File: config.mk
export PLATFORM = sky130hd
export DESIGN_NAME = card_hit_finder
export DESIGN_NICKNAME = d
export VERILOG_FILES = /design/src/rtl/card_hit_finder.sv
export SDC_FILE = /design/constraint.sdc
export NUM_CORES = 1
export LEC_CHECK = 0
export ABC_AREA = 1
export ABC_CLOCK_PERIOD_IN_PS = 8640
export BUFFER_PORTS_ARGS = -buffer_cell sky130_fd_sc_hd__buf_4
export CORE_ASPECT_RATIO = 1.75
export CORE_UTILIZATION = 30
export CTS_CLUSTER_SIZE = 16
export DETAILED_ROUTE_END_ITERATION = 16
export HOLD_SLACK_MARGIN = 0.03
export PLACE_DENSITY = 0.59
export SLEW_MARGIN = 20
export SYNTH_ARGS = -nofsm -noshare
export SYNTH_HDL_FRONTEND = slang
export SYNTH_SLANG_ARGS = --single-unit
File: constraint.sdc
create_clock -name FPGA_Clk -period 8.64 [get_ports FPGA_Clk]
set_clock_uncertainty 0.05 [all_clocks]
set_input_delay 0.864 -clock FPGA_Clk [delete_from_list [all_inputs] [get_ports FPGA_Clk]]
set_output_delay 0.864 -clock FPGA_Clk [all_outputs]
set_load 0.02 [all_outputs]
File: src/rtl/card_hit_finder.sv
// Finds the lowest-index active card whose rectangle contains a query point.
// Latency: hit at card k -> k+1 edges after accept, miss -> 16; result held until result_ready.
module card_hit_finder #(
    parameter int CARD_W = 80,
    parameter int CARD_H = 100
) (
    input  logic         FPGA_Clk,
    input  logic         FPGA_Rst_n,
    input  logic [159:0] cardX_bus,
    input  logic [159:0] cardY_bus,
    input  logic [15:0]  card_active,
    input  logic [9:0]   queryX,
    input  logic [9:0]   queryY,
    input  logic         query_valid,
    output logic         query_ready,
    output logic         result_valid,
    input  logic         result_ready,
    output logic         hit,
    output logic [3:0]   hit_index
);

    typedef enum logic [1:0] {
        IDLE = 2'd0,
        SCAN = 2'd1,
        DONE = 2'd2
    } state_t;

    state_t      state_q;
    logic [9:0]  snap_x_q [16];
    logic [9:0]  snap_y_q [16];
    logic [15:0] active_q;
    logic [9:0]  qx_q;
    logic [9:0]  qy_q;
    logic [3:0]  idx_q;
    logic        hit_q;
    logic [3:0]  hit_index_q;
    logic        result_valid_q;

    logic [10:0] cur_x;
    logic [10:0] cur_y;
    logic [10:0] x_lim;
    logic [10:0] y_lim;
    logic [10:0] qx_w;
    logic [10:0] qy_w;
    logic        cur_hit;

    // Limits are 11 bits so a card near the right edge (X=1000) never wraps.
    always_comb begin
        cur_x   = {1'b0, snap_x_q[idx_q]};
        cur_y   = {1'b0, snap_y_q[idx_q]};
        x_lim   = cur_x + 11'(CARD_W);
        y_lim   = cur_y + 11'(CARD_H);
        qx_w    = {1'b0, qx_q};
        qy_w    = {1'b0, qy_q};
        cur_hit = active_q[idx_q]
                  && (qx_w >= cur_x) && (qx_w < x_lim)
                  && (qy_w >= cur_y) && (qy_w < y_lim);
    end

    always_ff @(posedge FPGA_Clk or negedge FPGA_Rst_n) begin
        if (!FPGA_Rst_n) begin
            state_q        <= IDLE;
            active_q       <= '0;
            qx_q           <= '0;
            qy_q           <= '0;
            idx_q          <= '0;
            hit_q          <= 1'b0;
            hit_index_q    <= '0;
            result_valid_q <= 1'b0;
            for (int i = 0; i < 16; i++) begin
                snap_x_q[i] <= '0;
                snap_y_q[i] <= '0;
            end
        end else begin
            case (state_q)
                IDLE: begin
                    if (query_valid) begin
                        qx_q     <= queryX;
                        qy_q     <= queryY;
                        active_q <= card_active;
                        idx_q    <= '0;
                        for (int i = 0; i < 16; i++) begin
                            snap_x_q[i] <= cardX_bus[10*i +: 10];
                            snap_y_q[i] <= cardY_bus[10*i +: 10];
                        end
                        state_q  <= SCAN;
                    end
                end
                SCAN: begin
                    if (cur_hit) begin
                        hit_q          <= 1'b1;
                        hit_index_q    <= idx_q;
                        result_valid_q <= 1'b1;
                        state_q        <= DONE;
                    end else if (idx_q == 4'd15) begin
                        hit_q          <= 1'b0;
                        hit_index_q    <= '0;
                        result_valid_q <= 1'b1;
                        state_q        <= DONE;
                    end else begin
                        idx_q <= idx_q + 4'd1;
                    end
                end
                DONE: begin
                    if (result_ready) begin
                        result_valid_q <= 1'b0;
                        state_q        <= IDLE;
                    end
                end
                default: begin
                    result_valid_q <= 1'b0;
                    state_q        <= IDLE;
                end
            endcase
        end
    end

    assign query_ready  = (state_q == IDLE);
    assign result_valid = result_valid_q;
    assign hit          = hit_q;
    assign hit_index    = hit_index_q;

endmodule

### Word level (Yosys, flattened, before mapping)

Index checks and enable logic that the tools add are counted.

| operators by class | value |
|---|---|
| add/sub/neg operators | 3 |
| multipliers | 0 |
| div/mod/pow operators | 0 |
| magnitude comparators | 6 |
| equality and inequality tests | 8 |
| shift operators | 0 |
| multiplexer cells | 25 |
| bitwise logic cells | 2 |
| reduce and logical (&&, ||, !) cells | 12 |

Operator list:

| operator | count |
|---|---|
| binary-select mux 10 bit (select 4 bit) | 2 |
| two-way mux 10 bit | 4 |
| adder 10 x 7 -> 11 bit, second input constant | 2 |
| < comparator 10 x 11 -> 1 bit | 2 |
| >= comparator 10 bit | 2 |
| two-way mux 4 bit | 5 |
| two-way mux 2 bit | 4 |
| != test 2 bit, second input constant | 4 |
| one-hot mux 4 bit (2 select lines) | 1 |
| two-way mux 1 bit | 6 |
| one-hot mux 2 bit (3 select lines) | 1 |
| AND reduction 3 bit | 2 |
| >= comparator 5 bit, second input constant | 1 |
| < comparator 4 x 5 -> 1 bit, second input constant | 1 |
| NOT 4 -> 5 bit | 1 |
| adder 4 x 1 -> 4 bit, second input constant | 1 |
| binary-select mux 1 bit (select 4 bit) | 1 |
| == test 4 bit, second input constant | 1 |
| logical AND 1 bit | 4 |
| AND reduction 2 bit | 2 |
| AND reduction 4 bit | 1 |
| nonzero test 2 bit | 2 |
| != test 3 bit, second input constant | 1 |
| one-hot mux 1 bit (3 select lines) | 1 |
| other kinds (4) | 4 |

| storage, ports and cells | value |
|---|---|
| bits in registers | 368 |
| latch bits | 0 |
| memory bits (writable) | 0 |
| bits in read-only memories | 0 |
| input port bits | 360 |
| output and inout bits | 7 |
| logic and storage cells | 96 |
| memories | 0 |

### Depth between registers and ports, before layout

Gate-level depths: netlist of the first run.

| depth | value |
|---|---|
| word-level depth | 11 |
| gate-level depth with buffers | 26 |
| gate-level depth less buffers | 23 |

### Worst setup path after synthesis of the first run

Ideal clock, no wire load.

| timing | value |
|---|---|
| kind | register -> register |
| from | register idx_q[0] |
| to | register idx_q[2] |
| library setup time | 0.118 ns |
| data arrival time | 3.218 ns |
| data required time | 8.472 ns |
| path slack | 5.254 ns |
| stages on the path, launching flop included | 27 |
| path buffers | 6 |
| clock period less this slack | 3.386 ns |
| cell sequence | dfrtp_1 buf_6 buf_8 buf_6 buf_6 buf_6 o21ai_0 o211ai_1 nand3_1 nand2_1 ha_1 nand2_1 nand2_1 xor2_1 ha_1 a21oi_1 o21ai_0 o21bai_1 nand2_1 nand2_1 nand2_1 nand2_1 nand3_1 nand3_2 buf_6 nand4_1 nand2_1 |

| between the ends | value |
|---|---|
| cells in the longest elaborated chain, start to end | 11 |
| elaborated cells between the ends (all ways) | 27 |
| those cells by class | add/sub: 3; order compare: 4; eq/ne: 3; mux: 11; bitwise: 1; reduce/logical: 5 |

RTL lines:

| element | line | source |
|---|---|---|
| from (decl) | 34 | `logic [3:0] idx_q;` |
| from (signal assigned) | 101 | `idx_q <= idx_q + 4'd1;` |
| NOT 4 -> 5 bit (implied by the code) | 49, 50 |  |
| binary-select mux 10 bit (select 4 bit) | 49 | `cur_x = {1'b0, snap_x_q[idx_q]};` |
| two-way mux 10 bit (implied by the code) (2 in series) | 49 |  |
| adder 10 x 7 -> 11 bit or >= comparator 10 bit (tied branches) | 51, 56 |  |
| < comparator 10 x 11 -> 1 bit or logical AND 1 bit (tied branches) | 56 | `&& (qx_w >= cur_x) && (qx_w < x_lim)` |
| logical AND 1 bit | 56 |  |
| logical AND 1 bit (2 in series) | 57 | `&& (qy_w >= cur_y) && (qy_w < y_lim);` |
| != test 2 bit (no line) | - |  |
| AND reduction 4 bit (no line) | - |  |

Several ways; a longest one is shown, not always the timed one. The select of a mux whose other input is x is not followed.
A chain may end at the register's enable or synchronous reset.

### Final worst setup path of the first run

| timing | value |
|---|---|
| from | register idx_q[0] |
| to | register hit_index_q[3] (netlist: hit_index[3]) |

| between the ends | value |
|---|---|
| cells in the longest elaborated chain, start to end | 11 |
| elaborated cells between the ends (all ways) | 23 |
| those cells by class | add/sub: 2; order compare: 4; eq/ne: 1; mux: 9; bitwise: 1; reduce/logical: 6 |

RTL lines:

| element | line | source |
|---|---|---|
| NOT 4 -> 5 bit (implied by the code) | 49, 50 |  |
| binary-select mux 10 bit (select 4 bit) | 49 |  |
| two-way mux 10 bit (implied by the code) (2 in series) | 49 |  |
| adder 10 x 7 -> 11 bit or >= comparator 10 bit (tied branches) | 51, 56 |  |
| < comparator 10 x 11 -> 1 bit or logical AND 1 bit (tied branches) | 56 |  |
| logical AND 1 bit | 56 |  |
| logical AND 1 bit (2 in series) | 57 |  |
| nonzero test 2 bit (no line) | - |  |
| AND reduction 2 bit (no line) | - |  |
| to (signal assigned) | 92 | `hit_index_q <= idx_q;` |
| to (decl) | 36 | `logic [3:0] hit_index_q;` |

Several ways; a longest one is shown, not always the timed one. The select of a mux whose other input is x is not followed.

==> summary.md, run 1 <==
| Metric | Value |
|---|---|
| Crit path max fanout | 89 |
| FF-to-FF setup slack | 3.56 ns |
| Mapped Area | 0.0180 mm² |
| Crit. path cell count | 21 |
| H-tree depth | 2 |
| Synth-to-Final Area Change | 25.5% |
| Crit Path Class | reg -> reg |
| Most common cell in the netlist | dfrtp_1 |
| Layout cells sized above 1 | 0.339 |
| Number of post-CTS setup repair buffers | 0 |
| Worst vdd ir | 0.188 mV |
| Status | complete, no violations |
| Critical Path RT | 9.01 ns |
| Post-synth top area share | 0.512 |
| CP endpoint kind | flop |
| Top cells by count, synth | dfrtp_1 (368), mux2_2 (259), nor2_1 (224) |
| RePlAce Congestion | 0.846 |
| Synth async-reset ratio | 1.00 |
| Die ar. | 0.0609 mm² |
| Nets | 2506 |
| First-pass GRT wire length | 88.0 mm |
| Relative slew slack | 0.299 |
| Synth warn | 0 |
| Synth unique cells | 38 |
| Hold WC Path Type | in -> async |
| Inst Count DP | 2848 |
| # DRC | 0 |
| Setup Viol. Count Final | 0 |
| Minimum clock period after layout | 5.08 ns |
| Largest net degree at the start of global routing | 192 |
| Clock latency on the worst-skew pair | 0.56 ns |
| Reg-to-reg endpoint | hit_index[3] |
| Non-Filler Instances | 2926 |
| Clk pin slew, worst setup/hold paths | 0.07 ns |
| Drt via density | 4.87 |
| Area leader, netlist | dfrtp_1 |
| Syn Nets | 2207 |
| CP bufs+invs | 1 |
| Final HPWL DP | 40.3 mm |
| PwrDens | 390 mW/mm² |
| Post-detailed-route count of antenna-violating nets | 0 |
| Register area share after synthesis | 0.512 |
| Clock sinks | 368 |
| Cts repair resizes | 0 |
| Crit-path most repeated cell | nand2_1 |
| Root Buffer | clkbuf_16 |
| DR iter-0 viols | 542 |
| Crit path capture | hit_index[3] |
| Post-synth EDFFs | 0 |
| Syn avg cell area | 9.93 µm² |
| P_leak | 10.6 nW |
| Worst-Margin Slew | 1.05 ns |
| Largest delay share family, worst path | simple AND/OR/NAND/NOR gates |
| Mapped Cells | 1810 |
| Fin. Hold Viols | 0 |
| Synth Register Bits | 368 |
| Post-cts hold buffer count | 0 |
| Worst reg2reg path depth | 21 |
| Startpoint Class | flop |
| Initial core utilization | 0.303 |
| Final period utilization | 0.588 |
| Max Cap Viol | 0 |
| Critical-path cell with the highest stage delay | dfrtp_4 |
| RSZ-0062 raised after global routing | false |
| Worst r2r src | idx_q[0] |
| Critical path origin | idx_q[0] |
| Prevailing post-synth register cell | dfrtp_1 |
| # rows | 118 |
| Final WS setup | 3.56 ns |
| Initial antenna violation count | 18 |
| Num CTS Buffers | 39 |
| GR Overflow Total | 0 |
| Die Span Y | 326 µm |
| GRT Util Overall | 0.188 |
| IO Port Bufs | 366 |
| Worst Path Arrival | 5.45 ns |
| Vias | 14255 |
| Vias in the first global route | 15118 |
| CTS tree | done |
| Detailed Routing Iterations Pass 1 | 4 |
| Routed WL per cell | 19.7 µm |
| Die X | 187 µm |
| CTS Buffer Depth | 3 |
| Final setup TNS | 0 ns |
| Max incr delay on CP | 0.95 ns |
| Area of the core | 0.0592 mm² |
| Worst slack at placement | 3.58 ns |
| Top cells by area, synth | dfrtp_1 (51%), mux2_2 (16%), nor2_1 (4.7%) |
| Critical-path cell list | buf_4, o21ai_0, o221ai_1, nand3_1, nand2_1, ha_1, nand2_1, nand2_1, xor2_1, ha_1, a21oi_1, o21ai_0, o21bai_1, nand2_1, nand2_1, nand2_1, nand2_1, nand3_1, nand3_2, nand3_1, o21ai_2 |
| Max Clk Rate | 197 MHz |
| Final wirelength | 57.5 mm |
| Max-slew violations | 0 |
| Top Ports | 367 |
metrics by stage:
step | util | total power [mW] | hold WS [ns] | instance area, µm²
after floorplan | - | 5.92 | 0.424 | 18000
after global placement | 0.359 | 6.93 | 0.432 | 21200
after detailed placement | 0.359 | 7.09 | 0.439 | 21200
after CTS | 0.381 | 8.89 | 0.379 | 22500
after global routing | 0.381 | 9.51 | 0.432 | 22600
final | 0.381 | 8.79 | 0.373 | 22600
routing by layer:
layer / track usage / wire (µm) / up-vias
met5: 0 / 26 / -
met4: 0.106 / 2780 / 4
met3: 0.0384 / 3200 / 121
met2: 0.336 / 29900 / 433
met1: 0.207 / 21600 / 6968
li1: - / - / 6729
flip-flops by register name (all words and copies together), names as in the netlist:
signal,count
hit_index,4
idx_q,4
active_q,16
qy_q,10
snap_x_q,160
result_valid,1
snap_y_q,160
hit,1
state_q,2
qx_q,10
cells in the final DEF, fill, tap and decap left out, types with 23 or more instances in the layout:
cell type	instances
o211ai_1	27
nor2_1	224
dfrtp_1	364
inv_1	128
clkbuf_16	39
mux2_2	259
o21ai_0	119
a21oi_1	118
nand2_1	187
o21ai_1	23
ha_1	37
nand3_1	112
buf_4	372
o221ai_1	27
logic make-up after synthesis:
family                     after synthesis  synth area share
and+or+nand+nor                        546             0.126
DFF                                    368             0.512
AOI/OAI and AO/OA                      335             0.105
muxes                                  259             0.162
buffers and inverters                  254            0.0622
adders and majority gates               37            0.0258
xor gates and xnor gates                11           0.00536
cell type report:
type                            count  area [µm²]
Tap cell                          780         976
Timing Repair Buffer              377        2880
Sequential cell                   368        9220
Inverter                          135         512
Clock buffer                       55        1120
Multi-Input combinational cell   1188        7650
Fill cell                        5936       36600
Antenna cell                       11        27.5
Clock inverter                     12         178
worst min path at each step:
stage | from | to
final | FPGA_Rst_n | snap_x_q[9]
after global routing | FPGA_Rst_n | snap_x_q[9]
after CTS | FPGA_Rst_n | snap_x_q[86]
after detailed placement | snap_x_q[51] | snap_x_q[51]
after global placement | snap_x_q[54] | snap_x_q[54]
after floorplan | active_q[0] | active_q[0]
worst register-to-register path, stage by stage, from the launching register on:
cell and delay [ns]:
dfrtp_4 0.95, buf_4 0.84, o21ai_0 0.31, o221ai_1 0.21, nand3_1 0.09, nand2_1 0.23, ha_1 0.23, nand2_1 0.08
nand2_1 0.11, xor2_1 0.19, ha_1 0.28, a21oi_1 0.16, o21ai_0 0.12, o21bai_1 0.17, nand2_1 0.06, nand2_1 0.04
nand2_1 0.05, nand2_1 0.04, nand3_1 0.15, nand3_2 0.31, nand3_1 0.20, o21ai_2 0.07
where the power goes:
| group | switching, mW | total, mW | internal, mW |
|---|---|---|---|
| Sequential | 0.586 | 3.17 | 2.58 |
| Combinational | 2.18 | 3.86 | 1.68 |
| Clock | 0.735 | 1.76 | 1.02 |
| Total | 3.50 | 8.79 | 5.28 |
Power figures use the tool's default switching activity.
==> run 2: changes to the inputs <==
--- a/config.mk
+++ b/config.mk
@@ -5,15 +5,15 @@
 export SDC_FILE = /design/constraint.sdc
 export NUM_CORES = 1
 export LEC_CHECK = 0
-export ABC_AREA = 1
-export ABC_CLOCK_PERIOD_IN_PS = 8640
+export ABC_AREA = 0
+export ABC_CLOCK_PERIOD_IN_PS = 4600
 export BUFFER_PORTS_ARGS = -buffer_cell sky130_fd_sc_hd__buf_4
 export CORE_ASPECT_RATIO = 1.75
 export CORE_UTILIZATION = 30
 export CTS_CLUSTER_SIZE = 16
 export DETAILED_ROUTE_END_ITERATION = 16
 export HOLD_SLACK_MARGIN = 0.03
-export PLACE_DENSITY = 0.59
+export PLACE_DENSITY = 0.61
 export SLEW_MARGIN = 20
 export SYNTH_ARGS = -nofsm -noshare
 export SYNTH_HDL_FRONTEND = slang
==> constraint.sdc (replaced) <==
create_clock -name FPGA_Clk -period 4.6 [get_ports FPGA_Clk]
set_clock_uncertainty 0.05 [all_clocks]
set_input_delay 0.46 -clock FPGA_Clk [delete_from_list [all_inputs] [get_ports FPGA_Clk]]
set_output_delay 0.46 -clock FPGA_Clk [all_outputs]
set_load 0.02 [all_outputs]
==> summary.md, run 2 <==
| Metric | Value |
|---|---|
| Status | complete, no violations (unchanged) |
| Psw | 6.35 mW (was 3.50 mW) |
| Final HPWL DP | 46.0 mm (was 40.3 mm) |
| Synth Register Bits | 368 (unchanged) |
| Final wirelength | 60.4 mm (was 57.5 mm) |
| Worst reg2reg path depth | 13 (was 21) |
| Hold Crit Start | cardX_bus[61] |
| Crit Path Class | reg -> reg (unchanged) |
| Layout cells sized above 1 | 0.258 (was 0.339) |
| P_leak | 11.8 nW (was 10.6 nW) |
| Footprint of the multi-input gates | 0.00770 mm² (was 0.00765 mm²) |
| PwrDens | 729 mW/mm² (was 390 mW/mm²) |
| Clock sinks | 368 (unchanged) |
| First-pass GRT wire length | 89.3 mm (was 88.0 mm) |
| Share of power burned in registers | 0.345 (was 0.360) |
| CTS tree | done (unchanged) |
| Worst r2r src | idx_q[0] (unchanged) |
| Final period utilization | 0.961 (was 0.588) |
| Register area | 0.00922 mm² (about the same) |
| Register area share after synthesis | 0.527 (was 0.512) |
| Root Buffer | clkbuf_16 (unchanged) |
| GR Overflow Total | 0 (unchanged) |
| Vias | 14194 (was 14255) |
| # rows | 116 (was 118) |
| Largest family of logic cells by synthesized area | simple AND/OR/NAND/NOR gates (was multiplexers) |
| Vias in the first global route | 14972 (was 15118) |
| Met3 Usage GRT | 0.0230 (was 0.0384) |
| Hold WC Path Type | in -> reg (was in -> async) |
| Post-synthesis compound-gate area fraction | 0.0285 (was 0.105) |
| Routed WL per cell | 20.1 µm (was 19.7 µm) |
| RePlAce Congestion | 0.878 (was 0.846) |
| Worst-Margin Slew | 1.05 ns (about the same) |
| Fin. Hold Viols | 0 (unchanged) |
| Filler cell count | 5677 (was 5936) |
| Post-synth top area share | 0.527 (was 0.512) |
| Crit path capture | idx_q[2] (was hit_index[3]) |
| Startpoint Class | flop (unchanged) |
| Gate power share | 0.457 (was 0.440) |
| Num CTS Buffers | 39 (unchanged) |
| Initial core utilization | 0.305 (was 0.303) |
| Clk pin slew, worst setup/hold paths | 0.06 ns (was 0.07 ns) |
| Max Clk Rate | 226 MHz (was 197 MHz) |
| Most common cell in the netlist | nand2_1 (was dfrtp_1) |
| Synth unique cells | 53 (was 38) |
| Post-synth EDFFs | 0 (unchanged) |
| Die X | 184 µm (was 187 µm) |
| IO Port Bufs | 366 (unchanged) |
| Met2 Track Usage GR | 0.388 (was 0.336) |
| Top Ports | 367 (unchanged) |
| DR iter-0 viols | 741 (was 542) |
| Hold_ws | 0.0620 ns (was 0.373 ns) |
| # DRC | 0 (unchanged) |
| Synth warn | 0 (unchanged) |
| Minimum clock period after layout | 4.42 ns (was 5.08 ns) |
| Top cells by count, synth | nand2_1 (1093), dfrtp_1 (368), mux4_2 (80) (was dfrtp_1 (368), mux2_2 (259), nor2_1 (224)) |
| Mux cell area share after synthesis | 0.131 (was 0.162) |
| RSZ-0062 raised after global routing | false (unchanged) |
| H-tree depth | 2 (unchanged) |
| Largest net degree at the start of global routing | 121 (was 192) |
| Commonest non-fill, non-tap cells in the layout | nand2_1 (1092), buf_4 (404), dfrtp_1 (366) (was buf_4 (372), dfrtp_1 (364), mux2_2 (259)) |
| Crit path max fanout | 11 (was 89) |
| Max Cap Viol | 0 (unchanged) |
| Met1 GRT Util | 0.214 (was 0.207) |
| Max-slew violations | 0 (unchanged) |
| GRT Util Overall | 0.205 (was 0.188) |
| Top cells by area, synth | dfrtp_1 (53%), nand2_1 (23%), mux4_2 (10%) (was dfrtp_1 (51%), mux2_2 (16%), nor2_1 (4.7%)) |
| Worst vdd ir | 0.512 mV (was 0.188 mV) |
| Post-detailed-route count of antenna-violating nets | 0 (unchanged) |
| Worst Path Arrival | 4.79 ns (was 5.45 ns) |
| Nets | 2605 (was 2506) |
| Syn Nets | 2252 (was 2207) |
| CP endpoint kind | flop (unchanged) |
| Relative slew slack | 0.300 (was 0.299) |
| Clock latency on the worst-skew pair | 0.54 ns (was 0.56 ns) |
| Syn avg cell area | 9.41 µm² (was 9.93 µm²) |
| Reg-to-reg endpoint | idx_q[2] (was hit_index[3]) |
| Final setup TNS | 0 ns (unchanged) |
| Detailed Routing Iterations Pass 1 | 5 (was 4) |
| Critical Path RT | 4.96 ns (was 9.01 ns) |
| Post-Synth Simple-Gate Area | 0.249 (was 0.126) |
| Drt via density | 4.72 (was 4.87) |
| Area leader, netlist | dfrtp_1 (unchanged) |
| Synth Area in Adders | 0.0265 (was 0.0258) |
| Prevailing post-synth register cell | dfrtp_1 (unchanged) |
| Die ar. | 0.0592 mm² (was 0.0609 mm²) |
| Synth-to-Final Area Change | 29.7% (was 25.5%) |
| Int Power | 10.1 mW (was 5.28 mW) |
| Clock power frac | 0.198 (was 0.200) |
| Die Span Y | 321 µm (was 326 µm) |
| Mapped Area | 0.0175 mm² (was 0.0180 mm²) |
| Biggest regs | snap_x_q x160, snap_y_q x160, active_q x16 (unchanged) |
| Initial antenna violation count | 8 (was 18) |
| XOR/XNOR Fraction of Synth Area | 0.00451 (was 0.00536) |
| GRT busiest layer | met2 (unchanged) |
| Setup Viol. Count Final | 0 (unchanged) |
| Area of the core | 0.0573 mm² (was 0.0592 mm²) |
| Commonest non-fill, non-tap cell in the layout | nand2_1 (was buf_4) |
| CTS Buffer Depth | 3 (unchanged) |
| Mapped Cells | 1855 (was 1810) |
| Sw frac | 0.385 (was 0.399) |
| FF-to-FF setup slack | 0.18 ns (was 3.56 ns) |
| Critical path origin | idx_q[0] (unchanged) |
| Synth async-reset ratio | 1.00 (unchanged) |
==> run 2: critical path, cell delays in order, from the launching register on <==
cell and delay, ns:
dfrtp_4 0.46, buf_12 0.18, mux4_2 0.56, mux4_2 0.53
ha_2 0.24, nand3b_1 0.21, o311ai_4 0.13, xnor2_1 0.16
ha_1 0.26, a2111oi_1 0.34, a21oi_1 0.16, a2111oi_4 0.52
a2111oi_1 0.16, a311o_1 0.35
==> run 2: layer usage <==
layer  share of wire  up-vias
li1                -     6687
met1            0.35     6919
met2            0.55      455
met3           0.041      131
met4           0.060        2
met5         0.00022        -
==> run 2: power groups by stage <==
stage	clock network [mW]	registers [mW]	logic (mW)
2_1_floorplan	0	5.33	5.19
3_3_place_gp	0	5.67	7.26
3_5_place_dp	0	5.75	7.38
4_1_cts	3.36	5.70	7.43
5_1_grt	3.46	5.85	8.40
6_report	3.27	5.69	7.55
==> run 2: cell families after synthesis <==
kind of cell | Yosys count
xor gates and xnor gates | 9
and+or+nand+nor | 1136
DFF | 368
adders and majority gates | 37
AOI/OAI and AO/OA | 69
muxes | 103
buffers and inverters | 133
==> run 2: layout make-up <==
type                            count  area share
Antenna cell                        7    0.000774
Multi-Input combinational cell   1354       0.340
Clock buffer                       52      0.0475
Timing Repair Buffer              420       0.149
Clock inverter                     15     0.00956
Inverter                           25     0.00414
Sequential cell                   368       0.407
Tap cell                          767      0.0424
==> run 2: per-stage QoR <==
stage	power (mW)	setup slack (ns)	utilization	instance area, µm²	instances
global route	17.7	0.00465	0.395	22600	3008
finish	16.5	0.177	0.395	22600	3008
detailed placement	13.1	0.0283	0.369	21100	2921
floorplan	10.5	0.0284	-	17500	1855
global placement	12.9	0.102	0.369	21100	2921
CTS	16.5	-0.0144	0.392	22400	2989
==> run 2: worst min path at each step <==
stage	slack, ns	to	cells after the start
finish	0.06	snap_x_q[91]	3
global route	0.05	snap_y_q[4]	3
CTS	0.03	snap_y_q[51]	3
detailed placement	0.40	snap_y_q[25]	2
global placement	0.40	snap_x_q[54]	2
floorplan	0.11	active_q[0]	0
==> run 2: timing repair <==
action                                  4_1_cts  5_1_grt
setup buffers                                 0       10
pin swaps                                     0        2
gates cloned                                  0        2
gates resized for setup                       0       10
endpoints found under the setup margin        1        8
hold buffers                                  1        0
endpoints found under the hold margin        94        0
